[config.mk]
export PLATFORM = sky130hd
export DESIGN_NAME = bg_map_fetcher
export DESIGN_NICKNAME = d
export VERILOG_FILES = /design/src/rtl/bg_map_fetcher_pkg.sv /design/src/rtl/bg_map_addr.sv /design/src/rtl/bg_map_fetcher.sv
export SDC_FILE = /design/constraint.sdc
export NUM_CORES = 1
export LEC_CHECK = 0
export CAP_MARGIN = 20
export CORE_MARGIN = 1
export CORE_UTILIZATION = 50
export DETAILED_ROUTE_END_ITERATION = 8
export PLACE_DENSITY = 0.84
export SLEW_MARGIN = 30
export SYNTH_ARGS = -nofsm -noshare
export SYNTH_HDL_FRONTEND = slang
export SYNTH_SLANG_ARGS = --single-unit
[constraint.sdc]
create_clock -name clk -period 4.8 [get_ports clk]
set_input_delay 0.48 -clock clk [delete_from_list [all_inputs] [get_ports clk]]
set_output_delay 0.48 -clock clk [all_outputs]
set_load 0.05 [all_outputs]
[src/rtl/bg_map_fetcher_pkg.sv]
// Shared constants and state type for the background tile-map fetcher.
// Map bases are VRAM byte offsets; addresses are 13 bits wide.
package bg_map_fetcher_pkg;

    localparam int          BG_TILES     = 20;
    localparam int          VRAM_AW      = 13;
    localparam logic [12:0] BG_MAP0_BASE = 13'h1800;
    localparam logic [12:0] BG_MAP1_BASE = 13'h1C00;

    typedef enum logic [1:0] {
        S_IDLE  = 2'd0,
        S_FETCH = 2'd1,
        S_WRITE = 2'd2,
        S_DONE  = 2'd3
    } fetchState_t;

    function automatic logic [9:0] mapOffset(input logic [4:0] trow, input logic [4:0] col);
        return {trow, col};
    endfunction

endpackage

[src/rtl/bg_map_addr.sv]
// Combinational BG map address: base + {tile row, tile column}.
// Row and column both wrap modulo the 32x32 map.
module bg_map_addr
    import bg_map_fetcher_pkg::*;
#(
    parameter logic [12:0] MAP0_BASE = BG_MAP0_BASE,
    parameter logic [12:0] MAP1_BASE = BG_MAP1_BASE
) (
    input  logic [7:0]  ly,
    input  logic [7:0]  scy,
    input  logic [7:0]  scx,
    input  logic [4:0]  tileIdx,
    input  logic        mapSel,
    output logic [12:0] addr
);

    logic [3:0] fineSum;
    logic [4:0] trow;
    logic [4:0] col;

    always_comb begin
        // ((ly + scy) mod 256) >> 3, formed from the coarse parts plus the fine-row carry
        fineSum = {1'b0, ly[2:0]} + {1'b0, scy[2:0]};
        trow    = ly[7:3] + scy[7:3] + {4'b0000, fineSum[3]};
        col     = scx[7:3] + tileIdx;
        addr    = (mapSel ? MAP1_BASE : MAP0_BASE) + {3'b000, mapOffset(trow, col)};
    end

endmodule

[src/rtl/bg_map_fetcher.sv]
// Per-scanline BG tile-map fetcher: reads TILES map bytes over a req/ack
// VRAM port and writes them to scanline RAM entries 0..TILES-1.
module bg_map_fetcher
    import bg_map_fetcher_pkg::*;
#(
    parameter int          TILES     = BG_TILES,
    parameter logic [12:0] MAP0_BASE = BG_MAP0_BASE,
    parameter logic [12:0] MAP1_BASE = BG_MAP1_BASE
) (
    input  logic        clk,
    input  logic        rst,
    input  logic        start,
    input  logic        abort,
    input  logic [7:0]  ly,
    input  logic [7:0]  scy,
    input  logic [7:0]  scx,
    input  logic        map_sel,
    output logic        vram_rd_req,
    output logic [12:0] vram_addr,
    input  logic        vram_rd_ack,
    input  logic [7:0]  vram_rd_data,
    output logic        sl_wr_en,
    output logic [4:0]  sl_addr,
    output logic [7:0]  sl_wr_data,
    output logic        busy,
    output logic        done
);

    localparam logic [4:0] LAST_TILE = 5'(TILES - 1);

    fetchState_t state;
    logic [4:0]  tileCnt;
    logic [7:0]  lyL;
    logic [7:0]  scyL;
    logic [7:0]  scxL;
    logic        mapSelL;

    logic [7:0]  addrLy;
    logic [7:0]  addrScy;
    logic [7:0]  addrScx;
    logic [4:0]  addrIdx;
    logic        addrMap;
    logic [12:0] nextAddr;

    // Address of the next request: tile 0 from the live inputs when leaving
    // IDLE, otherwise tile tileCnt+1 from the latched line parameters.
    always_comb begin
        addrLy  = (state == S_IDLE) ? ly      : lyL;
        addrScy = (state == S_IDLE) ? scy     : scyL;
        addrScx = (state == S_IDLE) ? scx     : scxL;
        addrMap = (state == S_IDLE) ? map_sel : mapSelL;
        addrIdx = (state == S_IDLE) ? 5'd0    : tileCnt + 5'd1;
    end

    bg_map_addr #(
        .MAP0_BASE (MAP0_BASE),
        .MAP1_BASE (MAP1_BASE)
    ) uAddr (
        .ly      (addrLy),
        .scy     (addrScy),
        .scx     (addrScx),
        .tileIdx (addrIdx),
        .mapSel  (addrMap),
        .addr    (nextAddr)
    );

    always_ff @(posedge clk or posedge rst) begin
        if (rst) begin
            state       <= S_IDLE;
            tileCnt     <= 5'd0;
            lyL         <= 8'd0;
            scyL        <= 8'd0;
            scxL        <= 8'd0;
            mapSelL     <= 1'b0;
            vram_rd_req <= 1'b0;
            vram_addr   <= 13'd0;
            sl_wr_en    <= 1'b0;
            sl_addr     <= 5'd0;
            sl_wr_data  <= 8'd0;
            busy        <= 1'b0;
            done        <= 1'b0;
        end else begin
            done     <= 1'b0;
            sl_wr_en <= 1'b0;
            case (state)
                S_IDLE: begin
                    if (start) begin
                        lyL         <= ly;
                        scyL        <= scy;
                        scxL        <= scx;
                        mapSelL     <= map_sel;
                        tileCnt     <= 5'd0;
                        vram_rd_req <= 1'b1;
                        vram_addr   <= nextAddr;
                        busy        <= 1'b1;
                        state       <= S_FETCH;
                    end
                end
                S_FETCH: begin
                    if (abort) begin
                        vram_rd_req <= 1'b0;
                        busy        <= 1'b0;
                        state       <= S_IDLE;
                    end else if (vram_rd_ack) begin
                        vram_rd_req <= 1'b0;
                        sl_wr_en    <= 1'b1;
                        sl_addr     <= tileCnt;
                        sl_wr_data  <= vram_rd_data;
                        state       <= S_WRITE;
                    end
                end
                S_WRITE: begin
                    if (abort) begin
                        busy  <= 1'b0;
                        state <= S_IDLE;
                    end else if (tileCnt == LAST_TILE) begin
                        done  <= 1'b1;
                        state <= S_DONE;
                    end else begin
                        tileCnt     <= tileCnt + 5'd1;
                        vram_rd_req <= 1'b1;
                        vram_addr   <= nextAddr;
                        state       <= S_FETCH;
                    end
                end
                S_DONE: begin
                    busy  <= 1'b0;
                    state <= S_IDLE;
                end
                default: begin
                    vram_rd_req <= 1'b0;
                    busy        <= 1'b0;
                    state       <= S_IDLE;
                end
            endcase
        end
    end

endmodule

# Word level (Yosys, flattened, before mapping)
# Index checks and enable logic that the tools add are counted.
# totals
reg_bits	62
input_bits	38
out_inout_bits	30
elab_cells	73
# op_classes
addsub	6
n_eq_ne	9
n_mux	34
bitwise	1
reduce_logical	10
# ops
cell	n
2-to-1 mux 13 bit	3
one-hot mux 13 bit (2 select lines)	1
2-to-1 mux 8 bit	3
2-to-1 mux 5 bit	4
adder 13 x 10 -> 13 bit	1
2-to-1 mux 1 bit	13
2-to-1 mux 11 bit	1
adder 5 bit	2
2-to-1 mux 2 bit	5
one-hot mux 5 bit (2 select lines)	1
one-hot mux 2 bit (4 select lines)	1
inequality test 2 bit, second input constant	3
one-hot mux 1 bit (3 select lines)	2
AND reduction 2 bit	3
adder 5 x 1 -> 5 bit	1
adder 5 x 1 -> 5 bit, second input constant	1
== test 5 bit, second input constant	1
AND reduction 5 bit	1
adder 3 x 3 -> 4 bit	1
== test 2 bit, second input constant	2
AND reduction 4 bit	1
inequality test 3 bit, second input constant	1
AND reduction 3 bit	1
nonzero test 3 bit	1
6 further kinds	6

# Longest topological paths before layout
# depth
depth_word	8
mapped_depth	15
depth_no_buf	13

# By module
# Synthesis repeated with hierarchy kept, for this count alone.
# unflattened
hier_cells	253
area_unflattened_um2	3299.4
# modules_own_cells
mod	n_inst	cells_each	area_each_um2	seq_area_each_um2
bg_map_fetcher	1	213	2935.3	1551.5
bg_map_addr	1	40	364.1	0.0

# Worst setup path after synthesis
# Ideal clock, no wire load.
# synth_path
kind	reg-to-reg
startpoint	register state[0]
endpoint	register vram_addr[9]
setup_ps	92
arrival_time_ps	3367
required_ps	4708
slack_ps	1341
stages_incl_launch_ff	16
n_path_buf	2
period_less_slack_ps	3459
cell_sequence	dfrtp_1 inv_1 ha_1 clkbuf_1 buf_2 mux2_2 ha_1 a21o_1 a21o_1 fa_1 inv_1 fa_1 nor2b_1 o21ai_0 a221oi_1 o31ai_2
# synth_via
elab_chain_len	8
word_cells_on_any_way	20
classes_between	5 x add/sub; 4 x eq/ne; 8 x mux; 3 x reduce/logical
# synth_rtl
element	line_no	rtl
start: declaration	bg_map_fetcher.sv:31	fetchState_t state;
start signal: assignment	bg_map_fetcher.sv:69	state <= S_IDLE;
start signal: assignment	bg_map_fetcher.sv:96	state <= S_FETCH;
start signal: assignment	bg_map_fetcher.sv:103	state <= S_IDLE;
logical NOT 2 bit	n/a	
2-to-1 mux 8 bit, on equally long branches	bg_map_fetcher.sv:48, bg_map_fetcher.sv:49	
adder 5 bit or adder 3 x 3 -> 4 bit (tied branches)	bg_map_addr.sv:24, bg_map_addr.sv:23	
adder 5 x 1 -> 5 bit	bg_map_addr.sv:24	trow = ly[7:3] + scy[7:3] + {4'b0000, fineSum[3]};
adder 13 x 10 -> 13 bit	bg_map_addr.sv:26	addr = (mapSel ? MAP1_BASE : MAP0_BASE) + {3'b000, mapOffset(trow, col)};
2-to-1 mux 13 bit	bg_map_fetcher.sv:116	end else if (tileCnt == LAST_TILE) begin
2-to-1 mux 13 bit	bg_map_fetcher.sv:113	if (abort) begin
one-hot mux 13 bit (2 select lines)	bg_map_fetcher.sv:85	case (state)
end signal: assignment	bg_map_fetcher.sv:94	vram_addr <= nextAddr;
end signal: assignment	bg_map_fetcher.sv:122	vram_addr <= nextAddr;
end: declaration	bg_map_fetcher.sv:19	output logic [12:0] vram_addr,
# Several ways; a longest one is shown, not always the timed one. The select of a mux whose other input is x is not followed.
# A chain may end at the register's enable or synchronous reset.

# Worst setup path in the final report
# Same ends and word-level chain as after synthesis.

==> flow_results.xml <==
<?xml version="1.0" encoding="UTF-8"?>
<metrics>
  <group name="yosys">
    <metric name="synthDistinctLibCells" unit="">43</metric>
    <metric name="synth_seq_cells" unit="">58</metric>
    <metric name="synth-seq-area-share" unit="">0.473</metric>
    <metric name="synth_top_cells_by_count" unit="">dfrtp_1 (58), nand2_1 (52), mux2_2 (39)</metric>
    <metric name="synthesized_area_per_cell" unit="sq um">11.1</metric>
    <metric name="synth-edff-count" unit="">0</metric>
    <metric name="yosys_most_used_dff" unit="">dfrtp_1</metric>
    <metric name="synth-warning-count" unit="">0</metric>
    <metric name="dominant_cell_by_count_in_the_synthesized_netlist" unit="">dfrtp_1</metric>
    <metric name="synth_top_area_share" unit="">0.473</metric>
    <metric name="synthCells" unit="">277</metric>
    <metric name="yosysTopAreaCell" unit="">dfrtp_1</metric>
    <metric name="synth.cell_area" unit="sq um">3070</metric>
    <metric name="netlist_top_cells_area" unit="">dfrtp_1 (47%), mux2_2 (14%), nand2_1 (6.4%)</metric>
    <metric name="synth_fp_nets" unit="">332</metric>
    <metric name="postSynth.asyncResetShare" unit="">1.00</metric>
  </group>
  <group name="placed_design">
    <metric name="place.port_buffers" unit="">64</metric>
    <metric name="detailedPlacementHpwl" unit="mm">4.44</metric>
    <metric name="dpl_worst_slack" unit="ps">1360</metric>
    <metric name="gpl.final_weighted_congestion" unit="">0.788</metric>
    <metric name="placed_cells" unit="">405</metric>
  </group>
  <group name="drt">
    <metric name="wl" unit="mm">6.10</metric>
    <metric name="drtPass1Iterations" unit="">4</metric>
    <metric name="drt-vias-per-instance" unit="">5.29</metric>
    <metric name="post_drt_wl_per_cell" unit="um">14.5</metric>
    <metric name="postRouteAntennaNets" unit="">0</metric>
    <metric name="dr_total_vias" unit="">2227</metric>
    <metric name="post-route-drc-count" unit="">0</metric>
    <metric name="detailedRoute.firstIterationViolations" unit="">86</metric>
  </group>
  <group name="floorplanning">
    <metric name="floorplan.initialDensity" unit="">0.518</metric>
    <metric name="fp.dieH" unit="um">80.3</metric>
    <metric name="chipWidth" unit="um">80.3</metric>
    <metric name="core_area" unit="sq um">5920</metric>
    <metric name="design.portCount" unit="">68</metric>
    <metric name="std_cell_rows" unit="">28</metric>
    <metric name="total_die_area" unit="sq um">6450</metric>
  </group>
  <group name="pwr">
    <metric name="powerDensity" unit="nW/um^2">690</metric>
    <metric name="maximum_vdd_ir_drop" unit="mV">0.435</metric>
    <metric name="static-leakage-power" unit="nW">1.81</metric>
    <metric name="report.power.total" unit="mW">2.70</metric>
  </group>
  <group name="global_route">
    <metric name="grt_first_pass_wirelength" unit="mm">10.5</metric>
    <metric name="gr-total-overflow" unit="">0</metric>
    <metric name="grt_pass1_vias" unit="">2328</metric>
    <metric name="globalRouteTotalUtil" unit="">0.217</metric>
    <metric name="maximum_number_of_pins_on_one_net_before_global_route_repair" unit="">59</metric>
    <metric name="antenna_found_initial" unit="">0</metric>
  </group>
  <group name="clock_tree">
    <metric name="cts_tree" unit="">done</metric>
    <metric name="post-cts-setup-buffer-count" unit="">0</metric>
    <metric name="cts_made_buffers" unit="">9</metric>
    <metric name="cts_num_sinks" unit="">58</metric>
    <metric name="htree_num_levels" unit="">3</metric>
    <metric name="clock-root-buffer" unit="">clkbuf_8</metric>
    <metric name="clock_latency_at_the_later_pin_of_the_worst_skew_pair" unit="ps">330</metric>
    <metric name="clk_path_buf_depth" unit="">2</metric>
    <metric name="postCtsResizedCells" unit="">0</metric>
    <metric name="clkTransAtPathRegs" unit="ps">70</metric>
    <metric name="postCtsHoldBufs" unit="">0</metric>
  </group>
  <group name="timing">
    <metric name="finalHoldViolCount" unit="">0</metric>
    <metric name="setup-violations-final" unit="">0</metric>
    <metric name="grt_setup_unrepaired" unit="">false</metric>
    <metric name="max_freq" unit="GHz">0.288</metric>
    <metric name="fin_crit" unit="ps">3470</metric>
    <metric name="worst_slew_margin_rel" unit="">0.523</metric>
    <metric name="layout_worst_path_cycle_share" unit="">0.723</metric>
    <metric name="final.setup.tns" unit="ps">0</metric>
    <metric name="maxSlewViolCount" unit="">0</metric>
    <metric name="tightestPinTransition" unit="ps">715</metric>
    <metric name="final_critical_path_setup_slack" unit="ps">1330</metric>
    <metric name="worst_clock_skew" unit="ps">6.85</metric>
  </group>
  <group name="run_status">
    <metric name="run_status" unit="">finished clean</metric>
  </group>
  <group name="critical_path">
    <metric name="cp.arrival" unit="ps">3720</metric>
    <metric name="start_kind" unit="">register</metric>
    <metric name="r2r-start" unit="">state[0]</metric>
    <metric name="setup.reg_to_reg.worst_slack" unit="ps">1330</metric>
    <metric name="regToRegEndpoint" unit="">vram_addr[9]</metric>
    <metric name="kind_of_end_point_of_the_critical_path" unit="">register</metric>
    <metric name="timing.critical_path.required" unit="ps">5040</metric>
    <metric name="critPathKind" unit="">register to register</metric>
    <metric name="crit_end" unit="">vram_addr[9]</metric>
    <metric name="r2r_cells" unit="">14</metric>
    <metric name="timing.critical_path.fanout_max" unit="">16</metric>
    <metric name="timing.critical_path.from" unit="">state[0]</metric>
  </group>
  <group name="layout">
    <metric name="utilization" unit="">0.661</metric>
    <metric name="num_antenna_cells" unit="">0</metric>
    <metric name="final_nets" unit="">396</metric>
    <metric name="final_cell_count_no_fill" unit="">421</metric>
    <metric name="layout-area-overhead-vs-synth" unit="%">27.6</metric>
    <metric name="drive_gt1_frac" unit="">0.194</metric>
  </group>
  <group name="min_path">
    <metric name="min_from" unit="">sl_addr[1]</metric>
    <metric name="whs_path_depth" unit="">2</metric>
    <metric name="min_path_type" unit="">register to register</metric>
  </group>
  <group name="job">
    <metric name="max-cap-violations" unit="">0</metric>
  </group>
</metrics>
[cell type report]
cell class                 count  area, sq um
clock buffer                  11          141
clock inverter                 5         30.0
fill                         481         2010
inverter                      14         52.6
multi-input combinational    191         1480
sequential                    58         1450
tap                           75         93.8
timing repair buffer          67          663
[worst max-delay path: stages (launching register included)]
cell      delay, ps
dfrtp_1         400
inv_1           110
ha_1            230
buf_4           250
mux2_2          360
ha_1            290
a21o_1          160
a21o_1          200
fa_1            400
inv_1            90
fa_1            200
nor2b_1          50
o21ai_0         270
a221oi_1        160
o31ai_2         220
[kinds of logic after synthesis]
family,share of synthesized area
fa+ha+maj,0.0767
compound gates,0.0983
buf+inv,0.0449
simple gates,0.122
flops,0.473
xor+xnor,0.0257
mux,0.160
[worst min-delay path by stage]
stage	slack, ps	endpoint
after global routing	500	sl_wr_data[0]
after CTS	480	sl_addr[1]
after floorplan	480	lyL[1]
after global placement	460	sl_wr_data[1]
after detailed placement	460	sl_addr[1]
final	480	sl_addr[1]
[cell usage in the layout, fill, tap and decap left out, types with 3 or more instances in the layout]
cell type and instances:
xnor2_1 3, nor2_1 9, nand2b_1 3, xor2_1 6, a21o_1 5, a22o_1 4, ha_1 14, nand2_1 51
fa_1 3, o21ai_1 5, dfrtp_1 58, clkbuf_8 10, nor2b_1 3, inv_1 13, clkdlybuf4s50_1 64, mux2_2 39
clkinv_2 3, nand3_1 3, o21ai_0 4, mux2i_1 5, a21oi_1 10, buf_4 3
[sequential cells by signal, summed over array words and instances, names as in the netlist]
| name | count |
|---|---|
| state | 2 |
| scyL | 8 |
| scxL | 5 |
| vram_addr | 12 |
| sl_wr_en | 1 |
| sl_addr | 5 |
| vram_rd_req | 1 |
| busy | 1 |
| tileCnt | 5 |
| done | 1 |
| sl_wr_data | 8 |
| mapSelL | 1 |
| lyL | 8 |
[stage by stage]
step	hold slack [ps]	area, sq um
after global routing	502	3910
after detailed placement	464	3740
after CTS	480	3910
after floorplan	475	3070
final	475	3910
after global placement	455	3740
[layer usage]
metal / global-route usage / up-vias / part of all wire
li1: - / 1080 / -
met1: 0.251 / 1066 / 0.43
met2: 0.383 / 75 / 0.51
met3: 0.0659 / 6 / 0.046
met4: 0.0679 / 0 / 0.012
met5: 0 / - / 0
[where the power goes]
| part | total [mW] | switching (mW) | internal (mW) |
|---|---|---|---|
| Combinational | 1.51 | 0.866 | 0.648 |
| Sequential | 0.797 | 0.107 | 0.689 |
| Clock | 0.391 | 0.193 | 0.198 |
(Power assumes the default switching activity.)
==> RTL change (config.mk and constraints unchanged) <==
Make the reset (`rst`) synchronous in one clocked block.
--- a/src/rtl/bg_map_fetcher.sv
+++ b/src/rtl/bg_map_fetcher.sv
@@ -64,7 +64,7 @@
         .addr    (nextAddr)
     );
 
-    always_ff @(posedge clk or posedge rst) begin
+    always_ff @(posedge clk) begin
         if (rst) begin
             state       <= S_IDLE;
             tileCnt     <= 5'd0;
Check against the original RTL: differs if rst is asserted again (counterexample within 4 cycles, from zero or initial values and one cycle with rst high); with rst held inactive, the same outputs for 10 cycles.
==> RTL change against the original RTL <==
  * Critical path depth fell by 1
  * Non-clock buffer count down 2
  * Cell area fell by 1.0%
  * Setup slack better by 25 ps
  * Routed wire length is 12% higher
  * Sequential cell count unchanged
  * Synthesized area down 1.9%
  * Critical path type unchanged
  * Via count increased by 16%
Power is not compared: it rests on default switching activity, and its combinational part moved more than twofold at a synthesized area within 25%.
==> RTL change: results <==
group,metric,value,unit
route,via_per_inst,5.39,
cells_and_area,n_antenna_cell,0,
grt,antenna_found_initial,0,
timing,clock_skew,11.7,ps
grt,grt_pass1_wl,11.8,mm
grt,use_met3,7.77,%
synth,synth_cell_types,49,
synth,async_reset_ff_share,0,%
grt,met2_usage,41.5,%
synth,ys_top_cells_by_count,"nand2_1, dfxtp_1, a21oi_1, ha_1",
cts,postCtsSetupRepairBufs,0,
route,dr.pass1.iters,4,
cts,clockBufferDepth,2,
synth,synth.area.top_cells,"dfxtp_1, nand2_1, a21oi_1",
pwr,ir_drop,0.223,mV
setup_path,crit_path_start_kind,"flip-flop",
setup_path,worstPathArrival,3700,ps
grt,grt_use_met1,27.9,%
synth,syn-num-nets,403,
run_status,status,"finished, final reports clean",
synth,yosysSeqAreaShare,38.6,%
grt,grt_usage,24.2,%
placement,place.gp.congestion,0.861,
setup_path,ff2ff_setup_slack,1350,ps
timing,maxSlewHeadroom,47.2,%
cells_and_area,regMostFlops,"vram_addr",
cells_and_area,drive_gt1_share,12.0,%
cts,ctsResizeCount,0,
route,wirelength,6.85,mm
cts,htreeDepth,3,
cts,cts-root-buf,"clkbuf_8",
placement,place_hpwl,4.75,mm
setup_path,crit_fanout,10,
grt,grt_max_degree,56,
hold_path,hp-class,"reg -> reg",
cts,clk_latency,340,ps
setup_path,timing.rr.start,"state[0]",
cells_and_area,nNetsFinal,459,
placement,numPortBuffers,64,
setup_path,worstSetupEndpoint,"vram_addr[9]",
setup_path,ff2ff_path_depth,13,
pwr,leakagePower,1.50,nW
route,dr.first_iter.drc_count,181,
cells_and_area,largest_reg_flops,12,
grt,grt_pass1_vias,2643,
## RTL change: cell count changes after synthesis, sizes merged, moves of 4 or more
cell	delta
dfrtp	-58
dfxtp	+58
a21oi	+43
nand2	+30
mux2	-25
a211oi	+6
nand3	+5
o21ai	+4
## RTL change: how the worst min path moves through the flow
| stage | from | end | cells past startpoint |
|---|---|---|---|
| 2_1_floorplan | scyL[4] | scyL[4] | 2 |
| 5_1_grt | scxL[5] | scxL[5] | 2 |
| 4_1_cts | scxL[5] | scxL[5] | 2 |
| 6_report | sl_addr[3] | sl_addr[3] | 2 |
| 3_5_place_dp | scxL[5] | scxL[5] | 2 |
| 3_3_place_gp | scyL[4] | scyL[4] | 2 |
## RTL change: layer usage
metal | part of all wire, % | wire length [microns] | vias up
li1 | - | - | 1305
met1 | 45 | 3050 | 1208
met4 | 1.5 | 106 | 0
met2 | 47 | 3220 | 72
met3 | 6.9 | 471 | 9
met5 | 0 | 0 | -
## RTL change: final cells by class
type                       count  area (sq um)
multi-input combinational    256          1670
clock inverter                 4          72.6
fill                         452          1770
tap                           72          90.1
timing repair buffer          65           646
sequential                    58          1160
clock buffer                  12           165
inverter                      14          66.3
## RTL change: cell families after synthesis
family                     after synthesis  synth area share (%)
adders and majority gates               17                  7.82
AOI/OAI and AO/OA                       94                  20.7
muxes                                   18                  6.57
DFF                                     58                  38.6
buffers and inverters                   34                  5.86
and+or+nand+nor                        119                  18.1
xor gates and xnor gates                 8                  2.33
## RTL change: power by group through the flow
| stage | clock [mW] | combinational [mW] | sequential [mW] |
|---|---|---|---|
| CTS | 0.538 | 0.403 | 0.539 |
| floorplan | 0 | 0.208 | 0.624 |
| global route | 0.558 | 0.437 | 0.544 |
| global placement | 0 | 0.391 | 0.548 |
| detailed placement | 0 | 0.401 | 0.550 |
| finish | 0.530 | 0.403 | 0.539 |
## RTL change: metrics by stage
step | util, % | cells | area (sq um) | setup WS, ps | hold slack (ps)
floorplan | - | 348 | 3010 | 1580 | 432
global placement | 64.4 | 465 | 3630 | 1540 | 437
detailed placement | 64.4 | 465 | 3630 | 1400 | 448
CTS | 68.6 | 481 | 3870 | 1380 | 456
global route | 68.6 | 481 | 3870 | 1250 | 475
finish | 68.6 | 481 | 3870 | 1350 | 454
## RTL change: critical path: stages (launching register included)
cell,delay [ps]
dfxtp_1,330
inv_1,110
ha_1,460
mux2_2,400
ha_1,290
a21o_1,160
a21o_1,190
fa_1,410
inv_1,90
fa_1,200
nor2b_1,50
o21ai_0,260
a221oi_1,160
o32ai_2,250
